$ cat config.mk
export PLATFORM = sky130hd
export DESIGN_NAME = ex_stage
export DESIGN_NICKNAME = d
export VERILOG_FILES = /design/src/rtl/ex_stage_pkg.sv /design/src/rtl/ex_stage_div.sv /design/src/rtl/ex_stage.sv
export SDC_FILE = /design/constraint.sdc
export NUM_CORES = 2
export LEC_CHECK = 0
export ABC_AREA = 0
export CORE_ASPECT_RATIO = 0.6
export CORE_MARGIN = 10
export CORE_UTILIZATION = 60
export DETAILED_ROUTE_END_ITERATION = 12
export PLACE_DENSITY = 0.84
export REMOVE_ABC_BUFFERS = 1
export SETUP_SLACK_MARGIN = 0.15
export SLEW_MARGIN = 20
export SYNTH_ARGS = -nofsm -noshare
export SYNTH_HDL_FRONTEND = slang
export SYNTH_HIERARCHICAL = 1
export SYNTH_SLANG_ARGS = --single-unit
$ cat constraint.sdc
create_clock -name clk -period 7.77 [get_ports clk]
set_input_delay 1.554 -clock clk [delete_from_list [all_inputs] [get_ports clk]]
set_output_delay 1.554 -clock clk [all_outputs]
set_load 0.02 [all_outputs]
$ cat src/rtl/ex_stage_pkg.sv
// Shared widths, ALU op/class codes and divider state encoding for the MIPS execute stage.
package ex_stage_pkg;

    localparam int REG_W    = 32;
    localparam int ALUOP_W  = 8;
    localparam int ALUSEL_W = 3;

    localparam logic [ALUOP_W-1:0] EXE_NOP_OP   = 8'b0000_0000;
    localparam logic [ALUOP_W-1:0] EXE_AND_OP   = 8'b0010_0100;
    localparam logic [ALUOP_W-1:0] EXE_OR_OP    = 8'b0010_0101;
    localparam logic [ALUOP_W-1:0] EXE_XOR_OP   = 8'b0010_0110;
    localparam logic [ALUOP_W-1:0] EXE_NOR_OP   = 8'b0010_0111;
    localparam logic [ALUOP_W-1:0] EXE_LUI_OP   = 8'b0101_1100;
    localparam logic [ALUOP_W-1:0] EXE_SLL_OP   = 8'b0111_1100;
    localparam logic [ALUOP_W-1:0] EXE_SRL_OP   = 8'b0000_0010;
    localparam logic [ALUOP_W-1:0] EXE_SRA_OP   = 8'b0000_0011;
    localparam logic [ALUOP_W-1:0] EXE_SLT_OP   = 8'b0010_1010;
    localparam logic [ALUOP_W-1:0] EXE_SLTU_OP  = 8'b0010_1011;
    localparam logic [ALUOP_W-1:0] EXE_ADD_OP   = 8'b0010_0000;
    localparam logic [ALUOP_W-1:0] EXE_ADDU_OP  = 8'b0010_0001;
    localparam logic [ALUOP_W-1:0] EXE_SUB_OP   = 8'b0010_0010;
    localparam logic [ALUOP_W-1:0] EXE_SUBU_OP  = 8'b0010_0011;
    localparam logic [ALUOP_W-1:0] EXE_ADDI_OP  = 8'b0101_0101;
    localparam logic [ALUOP_W-1:0] EXE_ADDIU_OP = 8'b0101_0110;
    localparam logic [ALUOP_W-1:0] EXE_MULT_OP  = 8'b0001_1000;
    localparam logic [ALUOP_W-1:0] EXE_MULTU_OP = 8'b0001_1001;
    localparam logic [ALUOP_W-1:0] EXE_DIV_OP   = 8'b0001_1010;
    localparam logic [ALUOP_W-1:0] EXE_DIVU_OP  = 8'b0001_1011;
    localparam logic [ALUOP_W-1:0] EXE_MFHI_OP  = 8'b0001_0000;
    localparam logic [ALUOP_W-1:0] EXE_MTHI_OP  = 8'b0001_0001;
    localparam logic [ALUOP_W-1:0] EXE_MFLO_OP  = 8'b0001_0010;
    localparam logic [ALUOP_W-1:0] EXE_MTLO_OP  = 8'b0001_0011;

    localparam logic [ALUSEL_W-1:0] EXE_RES_NOP         = 3'b000;
    localparam logic [ALUSEL_W-1:0] EXE_RES_LOGIC       = 3'b001;
    localparam logic [ALUSEL_W-1:0] EXE_RES_SHIFT       = 3'b010;
    localparam logic [ALUSEL_W-1:0] EXE_RES_MOVE        = 3'b011;
    localparam logic [ALUSEL_W-1:0] EXE_RES_ARITH       = 3'b100;
    localparam logic [ALUSEL_W-1:0] EXE_RES_JUMP_BRANCH = 3'b110;

    typedef enum logic [1:0] {
        DIV_IDLE = 2'b00,
        DIV_BUSY = 2'b01,
        DIV_DONE = 2'b10
    } div_state_t;

    function automatic logic [REG_W-1:0] neg_if(input logic neg, input logic [REG_W-1:0] v);
        return neg ? (~v + 32'd1) : v;
    endfunction

endpackage

$ cat src/rtl/ex_stage_div.sv
// Iterative restoring divider: one quotient bit per cycle, busy (stall) while latching and iterating,
// done pulses for one cycle with sign-corrected results; abort returns to IDLE without a result.
module div_iter
    import ex_stage_pkg::*;
#(
    parameter int DIV_ITERS = 32
) (
    input  logic             clk,
    input  logic             rst,
    input  logic             start,
    input  logic             abort,
    input  logic             is_signed,
    input  logic [REG_W-1:0] dividend,
    input  logic [REG_W-1:0] divisor,
    output logic             busy,
    output logic             done,
    output logic [REG_W-1:0] quotient,
    output logic [REG_W-1:0] remainder
);

    localparam int CNT_W = $clog2(DIV_ITERS);
    localparam logic [CNT_W-1:0] LAST = CNT_W'(DIV_ITERS - 1);

    div_state_t       state, state_nxt;
    logic [CNT_W-1:0] cnt;
    logic [REG_W-1:0] quo, rem, dvs;
    logic             neg_q, neg_r;
    logic [REG_W:0]   partial, diff;

    assign partial = {rem, quo[REG_W-1]};
    assign diff    = partial - {1'b0, dvs};

    always_comb begin
        state_nxt = state;
        busy      = 1'b0;
        done      = 1'b0;
        if (abort) begin
            state_nxt = DIV_IDLE;
        end else begin
            case (state)
                DIV_IDLE: begin
                    if (start) begin
                        busy      = 1'b1;
                        state_nxt = (divisor == '0) ? DIV_DONE : DIV_BUSY;
                    end
                end
                DIV_BUSY: begin
                    busy = 1'b1;
                    if (cnt == LAST) begin
                        state_nxt = DIV_DONE;
                    end
                end
                DIV_DONE: begin
                    done      = 1'b1;
                    state_nxt = DIV_IDLE;
                end
                default: state_nxt = DIV_IDLE;
            endcase
        end
    end

    always_ff @(posedge clk or negedge rst) begin
        if (!rst) begin
            state <= DIV_IDLE;
        end else begin
            state <= state_nxt;
        end
    end

    // Divide-by-zero preloads the architectural result and clears the sign flags so fix-up is a no-op.
    always_ff @(posedge clk or negedge rst) begin
        if (!rst) begin
            cnt   <= '0;
            quo   <= '0;
            rem   <= '0;
            dvs   <= '0;
            neg_q <= 1'b0;
            neg_r <= 1'b0;
        end else if (!abort) begin
            if (state == DIV_IDLE && start) begin
                cnt <= '0;
                if (divisor == '0) begin
                    quo   <= '1;
                    rem   <= dividend;
                    dvs   <= '0;
                    neg_q <= 1'b0;
                    neg_r <= 1'b0;
                end else begin
                    quo   <= neg_if(is_signed & dividend[REG_W-1], dividend);
                    rem   <= '0;
                    dvs   <= neg_if(is_signed & divisor[REG_W-1], divisor);
                    neg_q <= is_signed & (dividend[REG_W-1] ^ divisor[REG_W-1]);
                    neg_r <= is_signed & dividend[REG_W-1];
                end
            end else if (state == DIV_BUSY) begin
                cnt <= cnt + CNT_W'(1);
                if (!diff[REG_W]) begin
                    rem <= diff[REG_W-1:0];
                    quo <= {quo[REG_W-2:0], 1'b1};
                end else begin
                    rem <= partial[REG_W-1:0];
                    quo <= {quo[REG_W-2:0], 1'b0};
                end
            end
        end
    end

    assign quotient  = neg_if(neg_q, quo);
    assign remainder = neg_if(neg_r, rem);

endmodule

$ cat src/rtl/ex_stage.sv
// MIPS execute stage: combinational ALU result, HI/LO updated at the clock edge, DIV/DIVU stalls upstream 33 cycles via stallreq_o.
// EX_OVF_TRAP_EN adds ovf_o and suppresses the register write on ADD/ADDI/SUB signed overflow.
module ex_stage
    import ex_stage_pkg::*;
#(
    parameter int DIV_ITERS = 32
) (
    input  logic                clk,
    input  logic                rst,
    input  logic [ALUOP_W-1:0]  aluop_i,
    input  logic [ALUSEL_W-1:0] alusel_i,
    input  logic [REG_W-1:0]    reg1_i,
    input  logic [REG_W-1:0]    reg2_i,
    input  logic [4:0]          wd_i,
    input  logic                wreg_i,
    input  logic [REG_W-1:0]    return_addr_i,
    input  logic [REG_W-1:0]    inst_i,
    input  logic [REG_W-1:0]    pc_i,
    input  logic                flush_i,
    output logic [4:0]          wd_o,
    output logic                wreg_o,
    output logic [REG_W-1:0]    wdata_o,
    output logic [REG_W-1:0]    inst_o,
    output logic [REG_W-1:0]    pc_o,
    output logic                stallreq_o,
`ifdef EX_OVF_TRAP_EN
    output logic                ovf_o,
`endif
    output logic [REG_W-1:0]    hi_o,
    output logic [REG_W-1:0]    lo_o
);

    logic [REG_W-1:0]   hi, lo;
    logic [REG_W-1:0]   logic_res, shift_res, arith_res, move_res;
    logic [REG_W-1:0]   b_eff, sum;
    logic               is_sub, mul_signed;
    logic [2*REG_W-1:0] mul_a, mul_b, product;
    logic               div_start, div_signed, div_done;
    logic [REG_W-1:0]   div_quo, div_rem;
    logic [4:0]         shamt;

    assign is_sub  = (aluop_i == EXE_SUB_OP) || (aluop_i == EXE_SUBU_OP);
    assign b_eff   = is_sub ? (~reg2_i + 32'd1) : reg2_i;
    assign sum     = reg1_i + b_eff;
    assign shamt   = reg1_i[4:0];

    assign mul_signed = (aluop_i == EXE_MULT_OP);
    assign mul_a      = {{REG_W{mul_signed & reg1_i[REG_W-1]}}, reg1_i};
    assign mul_b      = {{REG_W{mul_signed & reg2_i[REG_W-1]}}, reg2_i};
    assign product    = mul_a * mul_b;

    assign div_start  = (aluop_i == EXE_DIV_OP) || (aluop_i == EXE_DIVU_OP);
    assign div_signed = (aluop_i == EXE_DIV_OP);

    div_iter #(
        .DIV_ITERS (DIV_ITERS)
    ) u_div (
        .clk       (clk),
        .rst       (rst),
        .start     (div_start),
        .abort     (flush_i),
        .is_signed (div_signed),
        .dividend  (reg1_i),
        .divisor   (reg2_i),
        .busy      (stallreq_o),
        .done      (div_done),
        .quotient  (div_quo),
        .remainder (div_rem)
    );

    always_comb begin
        logic_res = '0;
        case (aluop_i)
            EXE_OR_OP:  logic_res = reg1_i | reg2_i;
            EXE_AND_OP: logic_res = reg1_i & reg2_i;
            EXE_XOR_OP: logic_res = reg1_i ^ reg2_i;
            EXE_NOR_OP: logic_res = ~(reg1_i | reg2_i);
            EXE_LUI_OP: logic_res = {reg2_i[15:0], 16'h0000};
            default:    logic_res = '0;
        endcase
    end

    always_comb begin
        shift_res = '0;
        case (aluop_i)
            EXE_SLL_OP: shift_res = reg2_i << shamt;
            EXE_SRL_OP: shift_res = reg2_i >> shamt;
            EXE_SRA_OP: shift_res = $unsigned($signed(reg2_i) >>> shamt);
            default:    shift_res = '0;
        endcase
    end

    always_comb begin
        arith_res = '0;
        case (aluop_i)
            EXE_SLT_OP:  arith_res = {31'b0, $signed(reg1_i) < $signed(reg2_i)};
            EXE_SLTU_OP: arith_res = {31'b0, reg1_i < reg2_i};
            EXE_ADD_OP, EXE_ADDU_OP, EXE_ADDI_OP, EXE_ADDIU_OP,
            EXE_SUB_OP, EXE_SUBU_OP: arith_res = sum;
            default:     arith_res = '0;
        endcase
    end

    always_comb begin
        move_res = '0;
        case (aluop_i)
            EXE_MFHI_OP: move_res = hi;
            EXE_MFLO_OP: move_res = lo;
            default:     move_res = '0;
        endcase
    end

    always_comb begin
        wdata_o = '0;
        case (alusel_i)
            EXE_RES_LOGIC:       wdata_o = logic_res;
            EXE_RES_SHIFT:       wdata_o = shift_res;
            EXE_RES_ARITH:       wdata_o = arith_res;
            EXE_RES_MOVE:        wdata_o = move_res;
            EXE_RES_JUMP_BRANCH: wdata_o = return_addr_i;
            default:             wdata_o = '0;
        endcase
    end

    // Writes land at the end of the cycle, so a following MFHI/MFLO reads the register directly.
    always_ff @(posedge clk or negedge rst) begin
        if (!rst) begin
            hi <= '0;
            lo <= '0;
        end else if (div_done) begin
            hi <= div_rem;
            lo <= div_quo;
        end else begin
            case (aluop_i)
                EXE_MULT_OP, EXE_MULTU_OP: begin
                    hi <= product[2*REG_W-1:REG_W];
                    lo <= product[REG_W-1:0];
                end
                EXE_MTHI_OP: hi <= reg1_i;
                EXE_MTLO_OP: lo <= reg1_i;
                default: ;
            endcase
        end
    end

`ifdef EX_OVF_TRAP_EN
    logic ovf_raw, trap_op;
    // Subtraction overflows when operand signs differ; addition when they match; either way the sum sign flips.
    assign ovf_raw = is_sub ? ((reg1_i[REG_W-1] != reg2_i[REG_W-1]) && (sum[REG_W-1] != reg1_i[REG_W-1]))
                            : ((reg1_i[REG_W-1] == reg2_i[REG_W-1]) && (sum[REG_W-1] != reg1_i[REG_W-1]));
    assign trap_op = (aluop_i == EXE_ADD_OP) || (aluop_i == EXE_ADDI_OP) || (aluop_i == EXE_SUB_OP);
    assign ovf_o   = trap_op & ovf_raw;
    assign wreg_o  = wreg_i & ~ovf_o;
`else
    assign wreg_o  = wreg_i;
`endif

    assign wd_o   = wd_i;
    assign inst_o = inst_i;
    assign pc_o   = pc_i;
    assign hi_o   = hi;
    assign lo_o   = lo;

endmodule
Word-level counts from Yosys, hierarchy flattened
Index checks and enable logic that the tools add are counted.
{ "op_classes": {"addsub": 7, "multipliers": 1, "n_lt_le_gt_ge": 2, "eq_ne": 34, "shift": 3, "muxes": 37, "bitwise": 15, "n_reduce_logical": 13} }
{ "ops": {"columns": ["operator", "count"], "rows": [
  ["$mux 32", 15],
  ["$pmux 32 s5", 2],
  ["$pmux 32 s2", 3],
  ["$pmux 32 s3", 2],
  ["$not 32->32", 5],
  ["$add 32x1->32 const B", 4],
  ["$eq 8x6->1 const B", 10],
  ["$eq 8x5->1 const B", 8],
  ["$lt 32x32->1", 2],
  ["$mul 33x33->64", 1],
  ["$sub 33x32->33", 1],
  ["$add 32x32->32", 1],
  ["$and 32x32->32", 1],
  ["$eq 8x7->1 const B", 4],
  ["$logic_not 32->1", 1],
  ["$or 32x32->32", 1],
  ["$shl 32x5->32", 1],
  ["$shr 32x5->32", 1],
  ["$sshr 32x5->32", 1],
  ["$xor 32x32->32", 1],
  ["$eq 8x2->1 const B", 2],
  ["$mux 5", 2],
  ["$mux 2", 4],
  ["$mux 1", 7],
  ["21 further kinds", 32]
]} }
{ "word_totals": {"reg_bits": 169, "inputBits": 180, "out_inout_bits": 167, "elab_cells": 121} }

Longest topological paths before layout
{ "depth": {"depth_word": 6, "ltp_mapped": 33, "depth_no_buf": 30} }

Cells and area by module
The synthesis kept the hierarchy.
{ "by_module_without_submodules": {"columns": ["mod", "n_inst", "cells_each", "area_each_um2", "seq_area_each_um2"], "rows": [
  ["ex_stage", 1, 6037, 50308.2, 1601.5],
  ["div_iter", 1, 1155, 9176.3, 2627.5]
]} }

Least setup slack after synthesis
OpenSTA, ideal clock, no wires.
{ "synth_path": {"path_kind": "input port to flip-flop", "startpoint": "input aluop_i[0]", "endpoint": "register hi[22] (netlist: hi_o[22])", "setup_ns": 0.082, "arrival_ns": 9.798, "t_required_ns": 7.688, "setup_slack_ns": -2.110, "path_stages": 32, "path_buffers": 5, "cell_sequence": "buf_1 > buf_2 > buf_1 > nor4_1 > clkbuf_1 > nand2_1 > inv_1 > fa_1 > inv_1 > fa_1 > inv_1 > fa_1 > fa_1 > inv_1 > fa_1 > inv_1 > fa_1 > inv_1 > fa_1 > fa_1 > inv_1 > ha_1 > clkbuf_1 > a21oi_1 > o221ai_1 > a21oi_1 > nor2b_1 > or2_2 > a41oi_2 > xnor2_1 > nand2_1 > a31oi_1"} }
{ "synth_between": {"elab_chain_len": 5, "elab_cells_between_ends": 10, "cone_classes": "1 x mul; 3 x eq/ne; 2 x mux; 2 x bitwise; 2 x reduce/logical"} }
{ "synth_rtl": {"columns": ["element", "line", "rtl"], "rows": [
  ["from (decl)", "ex_stage.sv:10", "input logic [ALUOP_W-1:0] aluop_i,"],
  ["$eq 8x5->1", "ex_stage.sv:47, ex_stage.sv:134", null],
  ["$and 1x1->1 (on tied branches)", "ex_stage.sv:48, ex_stage.sv:49", null],
  ["$mul 33x33->64", "ex_stage.sv:50", "assign product = mul_a * mul_b;"],
  ["$pmux 32 s2", "ex_stage.sv:134", "case (aluop_i)"],
  ["$mux 32", "ex_stage.sv:130", "end else if (div_done) begin"],
  ["to (signal assigned)", "ex_stage.sv:131", "hi <= div_rem;"],
  ["to (signal assigned)", "ex_stage.sv:136", "hi <= product[2*REG_W-1:REG_W];"],
  ["to (signal assigned)", "ex_stage.sv:139", "EXE_MTHI_OP: hi <= reg1_i;"],
  ["to (decl)", "ex_stage.sv:33", "logic [REG_W-1:0] hi, lo;"]
]} }
Parallel ways exist; a longest one is shown, timed or not.
A chain may end at the register's enable or synchronous reset.

Worst setup path after layout
{ "layout_path": {"startpoint": "input aluop_i[7]", "endpoint": "register hi[31] (netlist: hi_o[31])"} }
The elaborated chain is that of the path after synthesis.

==> flow_summary.toml <==
[final_layout]
layout_commonest_cell = "inv_1"
synthToLayoutAreaGrowth_pct = 24.1
fin_nets = 9732
finalNonFillerCells = 9387
drive_above_1_share_pct = 22.2
fill_cells = 6643
layout_common_cells = "inv_1 (1220), fa_1 (1078), nand2_1 (1033)"

[die]
die_h_um = 264
die_w_um = 426
dieArea_mm2 = 0.113
start_util_pct = 60.5
row_count = 89
ios = 347
core_mm2 = 0.0983

[routing]
ant_nets = 0
drtIter0Drc = 10700
via_per_inst = 6.68
dr.pass1.iters = 9
vias = 62700
drc = 0
wl_um = 296000
wl_per_cell_um = 31.6

[worst_setup_path]
worstPathArrival_ns = 9.48
slowest_stage = "fa_2"
crit_fanout = 14
cp.required_ns = 8.20
start_kind = "input pin"
critPathMostFrequentCell = "fa_1"
critical-path-max-stage-delay_ns = 0.60
criticalPathCategory = "input pin to flip-flop"
crit_family = "adder cells"
crit_path_end_kind = "flip-flop"
path_buf_inv = 11

[timing]
tightest_slew_ns = 1.23
slew_viol_final = 0
final-setup-viol-count = 52
period_minus_slack_ns = 9.05
rsz0062_at_grt = "true"
fin_crit_sh_pct = 116
clock_skew_ns = 0.0308
fmax_mhz = 111
fin_ws_ns = -1.28
final_hold_viol_count = 0
maxSlewHeadroom_pct = 16.7

[synth]
synthCells = 7192
synth_edf_count = 0
yosys_register_bits = 169
yosysUniqueCellTypes = 91
ys_warn_count = 6
synthFlopType = "dfrtp_1"
async_reset_ff_share_pct = 100
netlist_area_mm2 = 0.0595
avgSynthCellArea_um2 = 8.27
yosysSeqAreaShare_pct = 7.11

[global_routing]
grt_max_degree = 93
grt_usage_pct = 50.5
grt_pass1_vias = 62600
grt_antenna_before_repair = 18
grt_pass1_wl_um = 420000
grt-ovfl-total = 0

[cts]
tritoncts = "built"
clk_pin_slew_worst_paths_ns = 0.08
clock_latency_ns = 0.53
cts_made_buffers = 25
clock_sinks = 169
cts_root_buf = "clkbuf_16"
clk_path_buf_depth = 3
cts_htree_levels = 4

[place]
dp_cells = 9212
gp_congestion = 1.14
port_buffers = 206
place_hpwl_um = 236000

[hold_path]
min_path_type = "flip-flop to flip-flop"

[run_status]
status = "complete, but fails checks"
failed_checks = "negative setup slack"

[job]
maxCapViolCount = 0
-- routing by layer --
layer | vias up | track usage [%] | share of wire (%)
met1 | 30300 | 65.9 | 35
met3 | 1639 | 26.0 | 19
met5 | - | 1.93 | 0.14
li1 | 24500 | - | -
met2 | 6236 | 65.9 | 38
met4 | 26 | 29.3 | 8.4
-- what timing repair did --
action / 4_1_cts / 5_1_grt
pin swaps: 258 / 319
gates resized for setup: 517 / 385
buffers inserted: 63 / 64
endpoints found under the setup margin: 66 / 65
hold buffers: 0 / 0
cloned: 0 / 1
-- per-stage QoR --
stage / worst slack, ns / setup TNS [ns] / hold slack, ns / instance area (µm²) / util, %
after floorplan: -3.11 / -85.53 / 0.454 / 57300 / -
after global placement: -2.64 / -105.15 / 0.470 / 68800 / 70.0
after detailed placement: -2.86 / -112.26 / 0.482 / 68800 / 70.0
after CTS: -1.30 / -36.52 / 0.495 / 71800 / 73.1
after global routing: -1.38 / -46.37 / 0.523 / 73800 / 75.1
final: -1.28 / -41.71 / 0.495 / 73800 / 75.1
-- synth_stat cells (19+ instances only) --
| cell type | instances | area, µm² |
|---|---|---|
| inv_1 | 1281 | 4810 |
| fa_1 | 1127 | 22600 |
| nand2_1 | 1052 | 3950 |
| nor2_1 | 554 | 2080 |
| ha_1 | 377 | 4720 |
| clkbuf_1 | 329 | 1230 |
| o21ai_0 | 319 | 1600 |
| a21oi_1 | 288 | 1440 |
| xnor2_1 | 202 | 1770 |
| dfrtp_1 | 169 | 4230 |
| buf_1 | 107 | 402 |
| mux2i_1 | 106 | 1060 |
| nand3_1 | 105 | 526 |
| o22ai_1 | 74 | 463 |
| o211ai_1 | 73 | 548 |
| xor2_1 | 73 | 639 |
| buf_4 | 72 | 541 |
| a22oi_1 | 64 | 480 |
| nor3_1 | 60 | 300 |
| a211oi_1 | 58 | 435 |
| a21o_1 | 55 | 413 |
| o31ai_1 | 49 | 368 |
| nand4_1 | 47 | 294 |
| and2_1 | 38 | 238 |
| a31oi_1 | 33 | 206 |
| mux4_2 | 32 | 721 |
| nand2b_1 | 32 | 200 |
| or4_1 | 27 | 203 |
| and3_1 | 23 | 144 |
| o21bai_1 | 23 | 173 |
| a221oi_1 | 21 | 184 |
| nor4_1 | 21 | 131 |
| clkinv_1 | 20 | 75.1 |
| or3_1 | 19 | 119 |
-- area by class of cell --
type | instances | area [µm²] | area share [%]
Multi-Input combinational cell | 5197 | 50600 | 68.6
Timing Repair Buffer | 1345 | 11600 | 15.7
Inverter | 1310 | 4990 | 6.75
Sequential cell | 169 | 4230 | 5.73
Tap cell | 1319 | 1650 | 2.23
Clock buffer | 28 | 667 | 0.903
Clock inverter | 4 | 51.3 | 0.0695
Antenna cell | 15 | 37.5 | 0.0508
-- worst reg2reg max path, delay by kind of cell, from the launching register on --
kind                     cells  cell delay [ns]
AND/OR/NAND/NOR              3             1.10
adder cells (fa/ha/maj)      2             0.64
buffers and inverters        2             0.37
flip-flops                   1             0.46
AO/OA/AOI/OAI                5             1.82
-- path summary, 6_finish.rpt --
path                       slack [ns]            end  cells after the start     startpoint
max                             -1.28       hi_o[31]                     32     aluop_i[7]
min                              0.50    u_div/neg_q                      1    u_div/neg_q
max reg2reg                      3.27  u_div/rem[26]                     12  u_div/quo[31]
min reg2reg                      0.50    u_div/neg_q                      1    u_div/neg_q
max in group asynchronous        5.27   u_div/rem[2]                      2            rst
min in group asynchronous        1.16       lo_o[19]                      1            rst
-- cells by family (layout without fill, tap and decap cells) --
| logic type | count (synthesis) | after routing | share of synthesized area, % |
|---|---|---|---|
| AND/OR/NAND/NOR | 2042 | 2042 | 14.6 |
| other | 0 | 15 | 0 |
| buffers and inverters | 1826 | 2687 | 12.0 |
| flip-flops | 169 | 169 | 7.11 |
| XOR/XNOR | 275 | 275 | 4.05 |
| adder cells (fa/ha/maj) | 1504 | 1504 | 45.9 |
| AO/OA/AOI/OAI | 1231 | 1231 | 13.2 |
| multiplexers | 145 | 145 | 3.13 |
-- state kept, by name, indices dropped and copies added, names as in the netlist --
name,flops
hi_o,32
u_div/neg_q,1
u_div/cnt,5
u_div/neg_r,1
u_div/quo,32
u_div/state,2
u_div/rem,32
lo_o,32
u_div/dvs,32
Power is not shown: default switching activity piles up to over one toggle a cycle in this logic, so the estimate is an artifact.
